<file path="config.mk">
export PLATFORM = sky130hd
export DESIGN_NAME = fetch_queue
export DESIGN_NICKNAME = d
export VERILOG_FILES = /design/src/rtl/fetch_pkg.sv /design/src/rtl/fq_fifo.sv /design/src/rtl/fetch_queue.sv
export SDC_FILE = /design/constraint.sdc
export NUM_CORES = 1
export LEC_CHECK = 0
export ABC_CLOCK_PERIOD_IN_PS = 4400
export CAP_MARGIN = 40
export CORE_MARGIN = 2
export CORE_UTILIZATION = 30
export CTS_CLUSTER_DIAMETER = 200
export CTS_CLUSTER_SIZE = 20
export DETAILED_ROUTE_END_ITERATION = 16
export PLACE_DENSITY = 0.49
export SLEW_MARGIN = 20
export SYNTH_ARGS = -nofsm -noshare
export SYNTH_HDL_FRONTEND = slang
export SYNTH_SLANG_ARGS = --single-unit
</file>
<file path="constraint.sdc">
create_clock -name clk -period 4.4 [get_ports clk]
set_input_delay 1.1 -clock clk [delete_from_list [all_inputs] [get_ports clk]]
set_output_delay 1.1 -clock clk [all_outputs]
set_load 0.05 [all_outputs]
</file>
<file path="src/rtl/fetch_pkg.sv">
// ============================================================================
// fetch_pkg : shared widths and queue entry type for the instruction fetch queue
// Revision  : 1.0
// ============================================================================
`default_nettype none

package fetch_pkg;

  localparam int INSTR_W = 16;
  localparam int ADDR_W  = 16;
  localparam logic [ADDR_W-1:0] PC_STEP = 16'd2;

  typedef struct packed {
    logic [ADDR_W-1:0]  pc;
    logic [INSTR_W-1:0] instr;
  } fq_entry_t;

endpackage

`default_nettype wire

</file>
<file path="src/rtl/fq_fifo.sv">
// ============================================================================
// fq_fifo  : DEPTH-entry circular buffer of {pc, instr} with push/pop/flush
// Revision : 1.0
// ============================================================================
`default_nettype none

module fq_fifo
  import fetch_pkg::*;
#(
  parameter int DEPTH = 4,
  localparam int CNT_W = $clog2(DEPTH + 1)
) (
  input  logic             clk,
  input  logic             rst,
  input  logic             flush,
  input  logic             push,
  input  fq_entry_t        push_data,
  input  logic             pop,
  output fq_entry_t        head,
  output logic [CNT_W-1:0] count
);

  localparam int PTR_W = $clog2(DEPTH);
  localparam logic [CNT_W-1:0] C_FULL = CNT_W'(DEPTH);

  fq_entry_t        r_mem [DEPTH];
  logic [PTR_W-1:0] r_wr_ptr;
  logic [PTR_W-1:0] r_rd_ptr;
  logic [CNT_W-1:0] r_count;
  logic             w_push;
  logic             w_pop;

  // A push into a full buffer is accepted only when the head leaves the same cycle.
  assign w_pop  = pop && (r_count != '0);
  assign w_push = push && ((r_count != C_FULL) || w_pop);

  always_ff @(posedge clk or posedge rst) begin
    if (rst) begin
      r_wr_ptr <= '0;
      r_rd_ptr <= '0;
      r_count  <= '0;
    end else if (flush) begin
      r_wr_ptr <= '0;
      r_rd_ptr <= '0;
      r_count  <= '0;
    end else begin
      if (w_push) r_wr_ptr <= r_wr_ptr + PTR_W'(1);
      if (w_pop)  r_rd_ptr <= r_rd_ptr + PTR_W'(1);
      case ({w_push, w_pop})
        2'b10:   r_count <= r_count + CNT_W'(1);
        2'b01:   r_count <= r_count - CNT_W'(1);
        default: r_count <= r_count;
      endcase
    end
  end

  always_ff @(posedge clk) begin
    if (w_push && !flush) r_mem[r_wr_ptr] <= push_data;
  end

  assign head  = r_mem[r_rd_ptr];
  assign count = r_count;

endmodule

`default_nettype wire

</file>
<file path="src/rtl/fetch_queue.sv">
// ============================================================================
// fetch_queue : sequential instruction fetch with credit-limited reads, PC
//               shadow, redirect flush/drop. Option: FETCH_QUEUE_BYPASS_EN
// Revision    : 1.0
// ============================================================================
`default_nettype none

module fetch_queue
  import fetch_pkg::*;
#(
  parameter int                DEPTH   = 4,
  parameter int                MEM_LAT = 2,
  parameter logic [ADDR_W-1:0] RST_PC  = 16'h0000
) (
  input  logic               clk,
  input  logic               rst,
  input  logic               redirect_valid,
  input  logic [ADDR_W-1:0]  redirect_pc,
  output logic               mem_rreq,
  output logic [ADDR_W-1:0]  mem_raddr,
  input  logic               mem_rvalid,
  input  logic [INSTR_W-1:0] mem_rdata,
  output logic               out_valid,
  output logic [INSTR_W-1:0] out_instr,
  output logic [ADDR_W-1:0]  out_pc,
  input  logic               out_ready
);

  localparam int CNT_W = $clog2(DEPTH + 1);
  localparam logic [CNT_W:0] C_DEPTH = (CNT_W + 1)'(DEPTH);

  logic [ADDR_W-1:0] r_fetch_pc;
  logic [CNT_W-1:0]  r_inflight;
  logic [CNT_W-1:0]  r_drop;
  logic [ADDR_W-1:0] r_shadow [MEM_LAT];
  fq_entry_t         r_hold;

  logic [CNT_W-1:0]  w_count;
  logic [CNT_W:0]    w_used;
  fq_entry_t         w_head;
  fq_entry_t         w_resp;
  fq_entry_t         w_out;
  logic              w_empty;
  logic              w_resp_live;
  logic              w_bypass;
  logic              w_push;
  logic              w_pop;

  // Credits count words already queued plus reads still owed by memory.
  assign w_used    = {1'b0, w_count} + {1'b0, r_inflight};
  assign mem_rreq  = !rst && !redirect_valid && (w_used < C_DEPTH);
  assign mem_raddr = r_fetch_pc;

  always_ff @(posedge clk or posedge rst) begin
    if (rst) begin
      r_fetch_pc <= RST_PC;
      r_inflight <= '0;
      r_drop     <= '0;
    end else begin
      if (redirect_valid)
        r_fetch_pc <= redirect_pc & ~ADDR_W'(1);
      else if (mem_rreq)
        r_fetch_pc <= r_fetch_pc + PC_STEP;
      r_inflight <= r_inflight + CNT_W'(mem_rreq) - CNT_W'(mem_rvalid);
      if (redirect_valid)
        r_drop <= r_inflight - CNT_W'(mem_rvalid);
      else if (mem_rvalid && (r_drop != '0))
        r_drop <= r_drop - CNT_W'(1);
    end
  end

  // Fixed latency lets a plain delay line pair each response with its address.
  always_ff @(posedge clk or posedge rst) begin
    if (rst) begin
      for (int i = 0; i < MEM_LAT; i++) r_shadow[i] <= '0;
    end else begin
      r_shadow[0] <= r_fetch_pc;
      for (int i = 1; i < MEM_LAT; i++) r_shadow[i] <= r_shadow[i-1];
    end
  end

  assign w_resp.pc    = r_shadow[MEM_LAT-1];
  assign w_resp.instr = mem_rdata;
  assign w_resp_live  = mem_rvalid && !redirect_valid && (r_drop == '0);
  assign w_empty      = (w_count == '0);

`ifdef FETCH_QUEUE_BYPASS_EN
  assign w_bypass = w_empty && w_resp_live;
`else
  assign w_bypass = 1'b0;
`endif

  assign w_out     = w_bypass ? w_resp : w_head;
  assign out_valid = !w_empty || w_bypass;
  assign out_pc    = out_valid ? w_out.pc    : r_hold.pc;
  assign out_instr = out_valid ? w_out.instr : r_hold.instr;
  assign w_pop     = out_valid && out_ready && !w_empty;
  assign w_push    = w_resp_live && !(w_bypass && out_ready);

  always_ff @(posedge clk or posedge rst) begin
    if (rst)            r_hold <= '0;
    else if (out_valid) r_hold <= w_out;
  end

  fq_fifo #(
    .DEPTH (DEPTH)
  ) u_fifo (
    .clk       (clk),
    .rst       (rst),
    .flush     (redirect_valid),
    .push      (w_push),
    .push_data (w_resp),
    .pop       (w_pop),
    .head      (w_head),
    .count     (w_count)
  );

endmodule

`default_nettype wire

</file>
==> metrics.txt, run 1 <==
# TYPE chip_impl_metric gauge
chip_impl_info{name="status",value="completed"} 1
chip_impl_metric{name="finalHoldViolations",unit=""} 0
chip_impl_info{name="path_cells",value="or3_2 > buf_16 > mux2_2 > clkdlybuf4s50_1"} 1
chip_impl_metric{name="clock_edge_transition_at_the_registers_on_the_reported_setup_and_hold_paths",unit="ps"} 90
chip_impl_metric{name="synth_cell_types",unit=""} 43
chip_impl_metric{name="cts_buffer_depth",unit=""} 3
chip_impl_metric{name="setup-violations-final",unit=""} 0
chip_impl_metric{name="place_inst",unit=""} 876
chip_impl_metric{name="final.setup_skew",unit="ps"} 17.76
chip_impl_metric{name="max_freq",unit="MHz"} 241.8
chip_impl_info{name="min_path_type",value="flop to flop"} 1
chip_impl_metric{name="crit_arrival",unit="ps"} 3040
chip_impl_metric{name="detailedRoute.firstPassIterationCount",unit=""} 4
chip_impl_info{name="synth.area.top_cells",value="edfxtp_1, dfrtp_1, mux4_2, mux2_2, ha_1"} 1
chip_impl_metric{name="final_min_period_over_clock_period",unit="%"} 94.01
chip_impl_metric{name="timing.setup.tns",unit="ps"} 0
chip_impl_metric{name="tritoncts.num_buffers",unit=""} 14
chip_impl_metric{name="avgRoutedWirePerCell",unit="µm"} 18.24
chip_impl_metric{name="total_power",unit="W"} 0.005300
chip_impl_metric{name="route.detailed.drc",unit=""} 0
chip_impl_info{name="synth_largest_area_cell",value="edfxtp_1"} 1
chip_impl_metric{name="final_antenna_net_count",unit=""} 0
chip_impl_metric{name="initial_antenna_violation_count",unit=""} 0
chip_impl_metric{name="max-slew-margin-rel",unit="%"} 54.51
chip_impl_info{name="worst-setup-path-type",value="flop to output port"} 1
chip_impl_metric{name="pin_count",unit=""} 87
chip_impl_metric{name="crit_fanout",unit=""} 18
chip_impl_info{name="root_buffer",value="clkbuf_16"} 1
chip_impl_metric{name="yosysTopAreaCellShare",unit="%"} 45.46
chip_impl_metric{name="avgViaCountPerCell",unit=""} 4.683
chip_impl_info{name="clock_tree_from_tritoncts",value="done"} 1
chip_impl_metric{name="postCtsSetupBuffers",unit=""} 0
chip_impl_metric{name="synth_seq_cells",unit=""} 213
chip_impl_metric{name="synth-edff-count",unit=""} 124
chip_impl_metric{name="worstPathRequired",unit="ps"} 3300
chip_impl_metric{name="num_antenna_cells",unit=""} 0
chip_impl_metric{name="detailed_place_hpwl",unit="µm"} 9937
chip_impl_metric{name="drt-total-wl",unit="µm"} 16380
chip_impl_metric{name="vdd_drop_max",unit="V"} 0.0003054
chip_impl_metric{name="grt_first_pass_wirelength",unit="µm"} 25650
chip_impl_metric{name="synth_async_sr_flop_share",unit="%"} 41.78
chip_impl_metric{name="clk-insertion-delay-late",unit="ps"} 480
chip_impl_metric{name="port_buffers",unit=""} 83
chip_impl_metric{name="timing_worst_slew_pin_value",unit="ps"} 682.4
chip_impl_info{name="netlist_top_cells_count",value="edfxtp_1, dfrtp_1, mux2_2, mux4_2, nand2_1"} 1
chip_impl_metric{name="post_route_cells_drive_above_1_share",unit="%"} 18.67
chip_impl_info{name="slowest_stage",value="clkdlybuf4s50_1"} 1
chip_impl_info{name="rsz_0062_raised_after_global_routing",value="no"} 1
chip_impl_metric{name="syn_area",unit="µm²"} 8190
chip_impl_metric{name="finalWorstPathRequiredPeriod",unit="ps"} 4136
chip_impl_info{name="synth_most_common_cell",value="edfxtp_1"} 1
chip_impl_metric{name="die_width",unit="µm"} 169.2
chip_impl_metric{name="clock_sinks",unit=""} 213
chip_impl_metric{name="placeableCoreArea",unit="µm²"} 26880
chip_impl_metric{name="htree_num_levels",unit=""} 1
chip_impl_metric{name="die_height",unit="µm"} 169.2
chip_impl_metric{name="power_density",unit="nW/µm²"} 533.7
chip_impl_metric{name="fill_cells",unit=""} 2512
chip_impl_info{name="postSynth.topFlopCell",value="edfxtp_1"} 1
chip_impl_metric{name="max-cap-violations",unit=""} 0
chip_impl_info{name="cp-start-kind",value="flop"} 1
chip_impl_metric{name="num_rows",unit=""} 60
chip_impl_metric{name="hold_ws",unit="ps"} 348.6
chip_impl_info{name="endpoint_kind",value="output port"} 1
chip_impl_metric{name="pin_count_of_the_biggest_net_entering_global_routing",unit=""} 53
chip_impl_metric{name="gate_count_after_technology_mapping",unit=""} 458
chip_impl_metric{name="cpPeakStageDelay",unit="ps"} 800
chip_impl_metric{name="synth_sequential_area_ratio",unit="%"} 72.66
chip_impl_metric{name="drt-initial-drc-count",unit=""} 274
chip_impl_metric{name="postCtsResizedCells",unit=""} 0
chip_impl_metric{name="globalplace.congestion",unit=""} 0.7314
chip_impl_metric{name="postSynthAreaPerCell",unit="µm²"} 17.88
chip_impl_metric{name="design.final.nets",unit=""} 603
chip_impl_metric{name="ys_warn_count",unit=""} 0
chip_impl_metric{name="static-leakage-power",unit="nW"} 3.508
chip_impl_metric{name="fp.dieArea",unit="µm²"} 28640
chip_impl_metric{name="track_usage",unit="%"} 11.59
chip_impl_metric{name="timing.final.max_slew_violations",unit=""} 0
chip_impl_metric{name="cts-hold-fix-buffers",unit=""} 0
chip_impl_metric{name="layout-area-overhead-vs-synth",unit="%"} 21.25
chip_impl_metric{name="initial_core_util",unit="%"} 30.47
chip_impl_metric{name="final_cell_count_no_fill",unit=""} 898
chip_impl_metric{name="vias",unit=""} 4205
chip_impl_metric{name="overflow",unit=""} 0
chip_impl_metric{name="vias_in_the_first_global_route",unit=""} 4455
[cells by family (layout without fill, tap and decap cells)]
logic type / count (synthesis) / after routing / share of synthesized area, %
AOI/OAI and AO/OA: 34 / 34 / 2.780
muxes: 66 / 66 / 13.29
and+or+nand+nor: 79 / 79 / 5.377
xor gates and xnor gates: 14 / 14 / 1.497
other: 1 / 2 / 0.04579
buffers and inverters: 36 / 134 / 1.879
adders and majority gates: 15 / 15 / 2.475
DFF: 213 / 213 / 72.66
[layer usage]
| layer | track usage, % | wire, µm |
|---|---|---|
| met4 | 3.344 | 354 |
| met1 | 15.99 | 7650 |
| met2 | 18.83 | 7689 |
| met5 | 0 | 0 |
| met3 | 2.122 | 686 |
[path summary, 6_finish.rpt]
path,start,endpoint,slack (ps),cells past startpoint
max in group asynchronous,rst,r_hold[7],2490,3
setup / recovery,u_fifo.count[1],out_instr[3],260,4
setup reg to reg,u_fifo.count[1],u_fifo.count[1],1460,7
min in group asynchronous,rst,mem_raddr[14],1220,2
hold / removal,r_shadow[17],r_shadow[1],350,0
hold reg to reg,r_shadow[17],r_shadow[1],350,0
[layout make-up]
type	instances	area (µm²)	area share (%)
timing repair buffer	97	991.0	9.979
sequential	213	5952	59.93
clock inverter	1	8.758	0.08819
clock buffer	21	397.9	4.007
multi-input combinational	210	2096	21.10
inverter	15	58.81	0.5922
tap	341	426.7	4.296
[layout by cell type, fill, tap and decap left out, types with 7 or more instances in the layout]
master and n:
nor2_1 12, mux2_2 32, buf_4 11, nand3_1 13, ha_1 13, nand2_1 19, dfrtp_1 88, o21ai_0 11
clkdlybuf4s50_1 82, clkbuf_16 15, xor2_1 10, edfxtp_1 124, a31oi_1 8, inv_1 14, mux4_2 31, or4_1 7
[state kept, by name (all words and copies together) (netlist names)]
| signal | flops |
|---|---|
| r_inflight | 3 |
| r_hold | 31 |
| r_shadow | 30 |
| r_drop | 3 |
| u_fifo.r_wr_ptr | 2 |
| u_fifo.count | 3 |
| u_fifo.r_rd_ptr | 2 |
| u_fifo.r_mem | 124 |
| mem_raddr | 15 |
[worst max-delay path, delay by kind of cell (launching register included)]
family        cells  cell delay [ps]
buf+inv           2             1080
simple gates      1              770
mux               1              250
flops             1              450
[through the flow]
stage                     instance area, µm²  worst slack, ps  util [%]
after floorplan                         8194            918.2         -
after global placement                  9497            683.6     35.34
after detailed placement                9524            691.3     35.44
after CTS                               9931            185.4     36.95
after global routing                    9931            143.5     36.95
final                                   9931            263.6     36.95
[where the power goes]
group	internal, W	switching [W]	total [W]
Combinational	0.000571	0.000960	0.00153
Sequential	0.00238	0.000115	0.00249
Clock	0.000633	0.000643	0.00128
No activity file was read; power rests on OpenSTA's default activity.
==> inputs of run 2 (changes only) <==
CELL_PAD_IN_SITES_DETAIL_PLACEMENT = 1   (was not set)
CELL_PAD_IN_SITES_GLOBAL_PLACEMENT = 2   (was not set)
PLACE_DENSITY = 0.61   (was 0.49)
==> metrics.txt, run 2 (synthesis gave the netlist of run 1 again) <==
# TYPE chip_impl_metric gauge
chip_impl_metric{name="fp.dieArea",unit="µm²"} 28640
chip_impl_info{name="rsz_0062_raised_after_global_routing",value="no"} 1
chip_impl_info{name="clock_tree_from_tritoncts",value="done"} 1
chip_impl_metric{name="drt-total-wl",unit="µm"} 17470
chip_impl_metric{name="clk-insertion-delay-late",unit="ps"} 470
chip_impl_metric{name="detailedRoute.firstPassIterationCount",unit=""} 4
chip_impl_info{name="layout_commonest_cell",value="edfxtp_1"} 1
chip_impl_info{name="path_cells",value="or3_2 > buf_16 > mux2_2 > clkdlybuf4s50_1"} 1
chip_impl_metric{name="max_freq",unit="MHz"} 236.9
chip_impl_metric{name="max-cap-violations",unit=""} 0
chip_impl_metric{name="total_power",unit="W"} 0.005340
chip_impl_metric{name="fill_cells",unit=""} 2711
chip_impl_metric{name="postCtsSetupBuffers",unit=""} 0
chip_impl_metric{name="setup-violations-final",unit=""} 0
chip_impl_info{name="status",value="completed"} 1
chip_impl_info{name="worstHoldEndpoint",value="r_shadow[2]"} 1
chip_impl_info{name="top_register",value="u_fifo.r_mem"} 1
chip_impl_metric{name="register_area",unit="µm²"} 5953
chip_impl_info{name="endpoint_kind",value="output port"} 1
chip_impl_info{name="worst-setup-path-type",value="flop to output port"} 1
chip_impl_metric{name="post_route_cells_drive_above_1_share",unit="%"} 18.78
chip_impl_info{name="r2r-end",value="u_fifo.count[1]"} 1
chip_impl_metric{name="globalplace.congestion",unit=""} 0.7360
chip_impl_metric{name="track_usage",unit="%"} 12.59
chip_impl_metric{name="static-leakage-power",unit="nW"} 3.513
chip_impl_metric{name="num_rows",unit=""} 60
chip_impl_metric{name="tritoncts.num_buffers",unit=""} 14
chip_impl_info{name="slowest_stage",value="clkdlybuf4s50_1"} 1
chip_impl_metric{name="vias",unit=""} 4276
chip_impl_metric{name="clock_sinks",unit=""} 213
chip_impl_metric{name="finalHoldViolations",unit=""} 0
chip_impl_metric{name="clock_edge_transition_at_the_registers_on_the_reported_setup_and_hold_paths",unit="ps"} 80
chip_impl_metric{name="largest_register_ffs",unit=""} 124
chip_impl_info{name="cp-start-kind",value="flop"} 1
chip_impl_metric{name="final_min_period_over_clock_period",unit="%"} 95.92
chip_impl_metric{name="worstHoldPathCells",unit=""} 0
chip_impl_metric{name="max-slew-margin-rel",unit="%"} 59.76
chip_impl_metric{name="cts-hold-fix-buffers",unit=""} 0
chip_impl_info{name="crit-reg2reg-launch",value="u_fifo.count[0]"} 1
chip_impl_metric{name="cpPeakStageDelay",unit="ps"} 840
chip_impl_metric{name="die_width",unit="µm"} 169.2
chip_impl_metric{name="pin_count_of_the_biggest_net_entering_global_routing",unit=""} 55
chip_impl_metric{name="hold_ws",unit="ps"} 352.1
chip_impl_metric{name="initial_antenna_violation_count",unit=""} 0
chip_impl_metric{name="r2r_slack",unit="ps"} 1610
chip_impl_metric{name="crit_arrival",unit="ps"} 3120
chip_impl_metric{name="final_antenna_net_count",unit=""} 0
chip_impl_metric{name="placeableCoreArea",unit="µm²"} 26880
chip_impl_metric{name="final.setup_skew",unit="ps"} 20.01
chip_impl_metric{name="timing_worst_slew_pin_value",unit="ps"} 600.8
chip_impl_metric{name="multi_input_comb_area",unit="µm²"} 2096
chip_impl_metric{name="postCtsResizedCells",unit=""} 0
chip_impl_metric{name="crit_fanout",unit=""} 19
chip_impl_metric{name="num_antenna_cells",unit=""} 0
chip_impl_metric{name="cts_buffer_depth",unit=""} 3
chip_impl_metric{name="layout-area-overhead-vs-synth",unit="%"} 21.60
chip_impl_metric{name="port_buffers",unit=""} 83
chip_impl_info{name="root_buffer",value="clkbuf_16"} 1
chip_impl_metric{name="overflow",unit=""} 0
chip_impl_info{name="min_path_type",value="flop to flop"} 1
chip_impl_metric{name="route.detailed.drc",unit=""} 0
chip_impl_metric{name="grt_first_pass_wirelength",unit="µm"} 27920
chip_impl_metric{name="design.final.nets",unit=""} 603
chip_impl_metric{name="pin_count",unit=""} 87
chip_impl_info{name="timing.hold.worst.start",value="r_shadow[18]"} 1
chip_impl_metric{name="finalWorstPathRequiredPeriod",unit="ps"} 4221
chip_impl_metric{name="initial_core_util",unit="%"} 30.47
chip_impl_info{name="final_cell_mix",value="edfxtp_1, dfrtp_1, clkdlybuf4s50_1"} 1
chip_impl_metric{name="worst_r2r_path_depth",unit=""} 5
chip_impl_metric{name="avgViaCountPerCell",unit=""} 4.751
chip_impl_metric{name="power_density",unit="nW/µm²"} 536.2
chip_impl_info{name="top_regs",value="u_fifo.r_mem (124), r_hold (31), r_shadow (30)"} 1
chip_impl_metric{name="die_height",unit="µm"} 169.2
chip_impl_metric{name="avgRoutedWirePerCell",unit="µm"} 19.41
chip_impl_metric{name="vias_in_the_first_global_route",unit=""} 4859
chip_impl_metric{name="detailed_place_hpwl",unit="µm"} 10910
chip_impl_metric{name="timing.final.max_slew_violations",unit=""} 0
chip_impl_metric{name="worstPathRequired",unit="ps"} 3300
chip_impl_metric{name="vdd_drop_max",unit="V"} 0.0001776
chip_impl_metric{name="drt-initial-drc-count",unit=""} 248
chip_impl_metric{name="timing.setup.tns",unit="ps"} 0
chip_impl_metric{name="htree_num_levels",unit=""} 1
-- run 2: final cells by class --
cell class | count | area share (%)
Inverter | 15 | 0.5905
Clock inverter | 1 | 0.08794
Sequential cell | 213 | 59.77
Multi-Input combinational cell | 210 | 21.04
Clock buffer | 23 | 4.070
Timing Repair Buffer | 97 | 10.15
Tap cell | 341 | 4.284
-- run 2: critical path, delay by kind of cell (launching register included) --
kind                   cells  cell delay [ps]
buffers and inverters      2             1120
flip-flops                 1              480
multiplexers               1              250
AND/OR/NAND/NOR            1              780
-- run 2: worst max-delay path by stage --
| stage | startpoint | end | slack, ps | depth (start not counted) |
|---|---|---|---|---|
| 4_1_cts | u_fifo.count[0] | out_pc[15] | 120 | 4 |
| 2_1_floorplan | rst | mem_rreq | 920 | 3 |
| 6_report | u_fifo.count[0] | out_instr[4] | 180 | 4 |
| 5_1_grt | u_fifo.count[0] | out_pc[15] | 50 | 4 |
| 3_3_place_gp | u_fifo.count[0] | out_pc[11] | 630 | 3 |
| 3_5_place_dp | u_fifo.count[0] | out_pc[15] | 650 | 4 |
-- run 2: metrics by stage --
step / instance area, µm² / cells / setup WS (ps) / utilization (%)
after floorplan: 8194 / 459 / 918.2 / -
after global routing: 9960 / 900 / 50.32 / 37.06
after CTS: 9932 / 899 / 124.4 / 36.96
final: 9960 / 900 / 179.3 / 37.06
after global placement: 9490 / 874 / 632.8 / 35.31
after detailed placement: 9518 / 875 / 652.2 / 35.41
-- run 2: power by group --
group          switching [W]  internal (W)  leakage [nW]
clock network       0.000645      0.000640         0.199
logic               0.000979      0.000577          1.13
registers           0.000123       0.00238          2.19
total                0.00175       0.00359          3.51
-- run 2: per-layer routing --
metal  share of wire (%)  global-route usage, %  up-vias  wire length [µm]
met5                   0                      0        -                 0
met4                 1.5                  3.233        0               267
met3                 4.5                  2.169       22               780
met2                  49                  21.26      101              8618
met1                  45                  16.93     2229              7805
li1                    -                      -     1924                 -
